[src/rtl/poly_mod_sub_stream.sv]
// rtl/poly_mod_sub_stream.sv - streaming coefficient-wise (a - b) mod q over two source memories
module poly_mod_sub_stream #(
    parameter int K    = 54,
    parameter int LOGN = 12
) (
    input  logic            clk,
    input  logic            rst,
    input  logic            start,
    input  logic            hold,
    input  logic [K-1:0]    q,
    output logic            rd_en,
    output logic [LOGN-1:0] rd_addr,
    input  logic [K-1:0]    rda_data,
    input  logic [K-1:0]    rdb_data,
    output logic            wr_en,
    output logic [LOGN-1:0] wr_addr,
    output logic [K-1:0]    wr_data,
    output logic            busy,
    output logic            done
);

    localparam logic [LOGN-1:0] LAST = '1;

    typedef enum logic [1:0] {IDLE, RUN, DRAIN, DONE} state_t;

    state_t          state, state_nx;
    logic [LOGN-1:0] cnt;
    logic [LOGN-1:0] cur;
    logic            accept;
    logic            issue;
    logic [K-1:0]    q_r;

    // Valid/address tags travelling alongside the memory and subtract stages
    logic            m_v, s1_v;
    logic [LOGN-1:0] m_addr, s1_addr;
    logic [K:0]      d;

    // The first read is issued on the same edge that accepts start, so the
    // address used then is zero regardless of the stale counter.
    always_comb begin
        accept   = (state == IDLE) && start;
        cur      = accept ? '0 : cnt;
        issue    = !hold && (accept || (state == RUN));
        state_nx = state;
        case (state)
            IDLE:    if (start) state_nx = (issue && cur == LAST) ? DRAIN : RUN;
            RUN:     if (issue && cur == LAST) state_nx = DRAIN;
            DRAIN:   if (wr_en && wr_addr == LAST) state_nx = DONE;
            DONE:    state_nx = IDLE;
            default: state_nx = IDLE;
        endcase
    end

    always_ff @(posedge clk) begin
        if (rst) begin
            state   <= IDLE;
            cnt     <= '0;
            rd_en   <= 1'b0;
            rd_addr <= '0;
            m_v     <= 1'b0;
            s1_v    <= 1'b0;
            wr_en   <= 1'b0;
            busy    <= 1'b0;
            done    <= 1'b0;
        end else begin
            state <= state_nx;
            rd_en <= issue;
            if (issue) begin
                rd_addr <= cur;
                cnt     <= cur + 1'b1;
            end else if (accept) begin
                cnt <= '0;
            end
            m_v   <= rd_en;
            s1_v  <= m_v;
            wr_en <= s1_v;
            busy  <= (state_nx == RUN) || (state_nx == DRAIN);
            done  <= (state_nx == DONE);
        end
    end

    // Datapath carries no reset; its validity is tracked by the tags above.
    always_ff @(posedge clk) begin
        if (accept) q_r <= q;
        m_addr  <= rd_addr;
        s1_addr <= m_addr;
        d       <= {1'b0, rda_data} - {1'b0, rdb_data};
        wr_addr <= s1_addr;
        wr_data <= d[K] ? (d[K-1:0] + q_r) : d[K-1:0];
    end

endmodule
[config.mk]
export PLATFORM = sky130hd
export DESIGN_NAME = poly_mod_sub_stream
export DESIGN_NICKNAME = d
export VERILOG_FILES = /design/src/rtl/poly_mod_sub_stream.sv
export SDC_FILE = /design/constraint.sdc
export NUM_CORES = 1
export LEC_CHECK = 0
export ABC_CLOCK_PERIOD_IN_PS = 3810
export CAP_MARGIN = 20
export CORE_ASPECT_RATIO = 0.5
export CORE_MARGIN = 2
export CORE_UTILIZATION = 48
export CTS_CLUSTER_SIZE = 14
export DETAILED_ROUTE_END_ITERATION = 10
export PLACE_DENSITY = 0.75
export SLEW_MARGIN = 10
export SYNTH_ARGS = -nofsm -noshare
export SYNTH_HDL_FRONTEND = slang
export SYNTH_SLANG_ARGS = --single-unit
[constraint.sdc]
create_clock -name clk -period 3.81 [get_ports clk]
set_input_delay 0.762 -clock clk [delete_from_list [all_inputs] [get_ports clk]]
set_output_delay 0.762 -clock clk [all_outputs]
set_load 0.01 [all_outputs]
==> results.toml <==
[worst_setup_path]
crit_type = "register to register"
required_ns = 4.22
crit_fanout = 3
crit_chain = "ha_1 -> fa_1 -> a21o_1 -> a311o_1 -> nand4_2 -> a2111oi_4 -> a2111oi_2 -> o31ai_2 -> a221o_2 -> a31oi_2 -> xnor2_1 -> mux2_4"
critPathMaxStageDelay_ns = 0.42
worstPathArrival_ns = 4.04
worstSetupStartpointType = "register"
end_kind = "register"
critPathSlowestCell = "a311o_1"

[clock_network]
cts_tree = "done"
cts_sinks = 231
cts_buffers = 23
cts_setup_buffers = 0
clk_pin_slew_ns = 0.06
clock_latency_ns = 0.54
clockBufferDepth = 3
htree_levels = 1
root_buffer = "clkbuf_16"

[floorplan]
num_rows = 42
die_area_um2 = 27800
pin_count = 248
die_w_um = 234
start_util_pct = 48.4
core-area_um2 = 26200
die_y_um = 119

[sta]
fmax_mhz = 275
clock_skew_ns = 0.0231
tightestPinTransition_ns = 0.613
tns_ns = 0
finalHoldViolations = 0
finalCritPeriodShare_pct = 95.3
setup_viol = 0
period_minus_slack_ns = 3.63
fin_ws_ns = 0.179
maxSlewViolCount = 0
max_slew_margin_pct = 59.0

[synth]
async_flop_share_pct = 0
yosysUniqueCellTypes = 71
syn-num-nets = 1638
synth_area_leaders = "dfxtp_1 28%, edfxtp_1 13%, ha_1 11%"
synth_area_per_cell_um2 = 9.32
ys_seq_elements = 231
synth_top_area_cell = "dfxtp_1"
post-synth-top-count-cell = "dfxtp_1"
synth-seq-area-share_pct = 40.7
ys.warnings.count = 0
synth_edf_count = 54
syn_area_um2 = 12700
synth_top_area_share_pct = 27.9
yosys-top-cells-count = "177 x dfxtp_1, 136 x a21oi_1, 109 x ha_1, 108 x nand2_1, 95 x inv_1"
synthCells = 1361
synth_flop_cell = "dfxtp_1"

[cells_and_area]
diodes = 0
finalNetCount = 1923
instances_no_fill = 2013
final_core_util_pct = 63.2
seq_area_um2 = 5170
areaGrowthSynthToFinish_pct = 30.6
multi_input_area_um2 = 6960
fillCellCount = 2199
post_route_cells_drive_above_1_share_pct = 9.57
fin_area_um2 = 16600

[grt]
grtUsageTotal_pct = 25.5
antenna_found_initial = 0
grt_pass1_vias = 11200
overflow = 0
grt_max_degree = 39
grt_first_pass_wirelength_um = 56700

[route]
wire_per_inst_um = 18.0
vias = 11200
routed_via_density = 5.58
drcViolationCount = 0
wirelength_um = 36200
dr.pass1.iters = 5
drt-initial-drc-count = 786
ant_nets = 0

[place]
routabilityCongestion = 0.952
place.port_buffers = 247
dp.cells = 1972
dp_hpwl_um = 28800
postPlaceCellArea_um2 = 15800
dp_slack_ns = -0.369

[pwr]
vdd_drop_max_uv = 310
power_density_nw_per_um2 = 535
leakage_nw = 7.07

[min_path]
hold_path_class = "register to register"

[status]
status = "complete, no violations"

[job]
maxCapViolCount = 0
-- path summary, 6_finish.rpt --
check | cells past startpoint | slack [ns] | from | end
hold reg to reg | 0 | 0.33 | m_addr[6] | s1_addr[6]
setup reg to reg | 12 | 0.18 | q_r[0] | wr_data[50]
hold / removal | 0 | 0.33 | m_addr[6] | s1_addr[6]
setup / recovery | 12 | 0.18 | q_r[0] | wr_data[50]
-- flip-flops by register name, indices dropped and copies added, names as in the netlist --
name / flops
wr_data: 54
wr_addr: 12
m_addr: 12
wr_en: 1
rd_en: 1
s1_v: 1
done: 1
busy: 1
cnt: 12
s1_addr: 12
m_v: 1
d: 55
rd_addr: 12
q_r: 54
state: 2
-- per-stage QoR --
| stage | hold slack [ns] | total power, mW |
|---|---|---|
| global route | 0.335 | 9.33 |
| detailed placement | 0.312 | 6.70 |
| CTS | 0.326 | 8.90 |
| global placement | 0.311 | 6.65 |
| floorplan | 0.310 | 5.28 |
| finish | 0.326 | 8.87 |
-- cell type report --
cell class	count	share of cell area, %
clock buffer	27	3.62
inverter	97	2.20
tap	352	2.66
multi-input combinational	986	42.0
sequential	231	31.2
clock inverter	13	0.627
timing repair buffer	307	17.7
-- where the power goes --
group	total [mW]	switching (mW)	internal (mW)
clock network	2.18	0.979	1.20
logic	3.50	1.75	1.75
registers	3.20	0.214	2.98
total	8.87	2.94	5.94
-- kinds of logic (layout without fill, tap and decap cells) --
| family | count (synthesis) | after routing | share of synthesized area [%] |
|---|---|---|---|
| buf+inv | 144 | 444 | 4.73 |
| simple gates | 324 | 324 | 12.1 |
| flops | 231 | 231 | 40.7 |
| fa+ha+maj | 111 | 111 | 11.1 |
| xor+xnor | 108 | 108 | 7.45 |
| mux | 44 | 44 | 3.92 |
| compound gates | 399 | 399 | 20.1 |
-- repair_timing --
| action | in CTS | in global routing |
|---|---|---|
| resized for setup | 0 | 5 |
| endpoints found under the setup margin | 0 | 5 |
| hold buffers | 0 | 0 |
-- layer usage --
metal  vias to the layer above  routed length, µm  track usage (%)
li1                       5440                  -                -
met1                      5349              15900             33.7
met2                       371              17000             42.5
met3                        75               2180             4.81
met4                         0               1110             7.87
met5                         -                  0                0
-- layout by cell type (no fill, tap or decap), types with 17 or more instances in the layout --
cell type	count
clkdlybuf4s50_1	247
dfxtp_1	176
a21oi_1	136
ha_1	109
nand2_1	108
inv_1	94
nor2_1	76
xnor2_1	70
a21o_1	62
buf_4	59
edfxtp_1	54
mux2_2	42
o21ai_0	40
xor2_1	38
o21ai_1	36
nand3_1	31
nand4_1	27
o21bai_1	25
clkbuf_16	23
nor3_1	17
-- worst max-delay path, delay by kind of cell (launching register included) --
kind | cells | cell delay [ns]
AO/OA/AOI/OAI | 7 | 1.96
XOR/XNOR | 1 | 0.09
adder cells (fa/ha/maj) | 2 | 0.67
flip-flops | 1 | 0.37
multiplexers | 1 | 0.26
AND/OR/NAND/NOR | 1 | 0.16
Power figures use the tool's default switching activity.
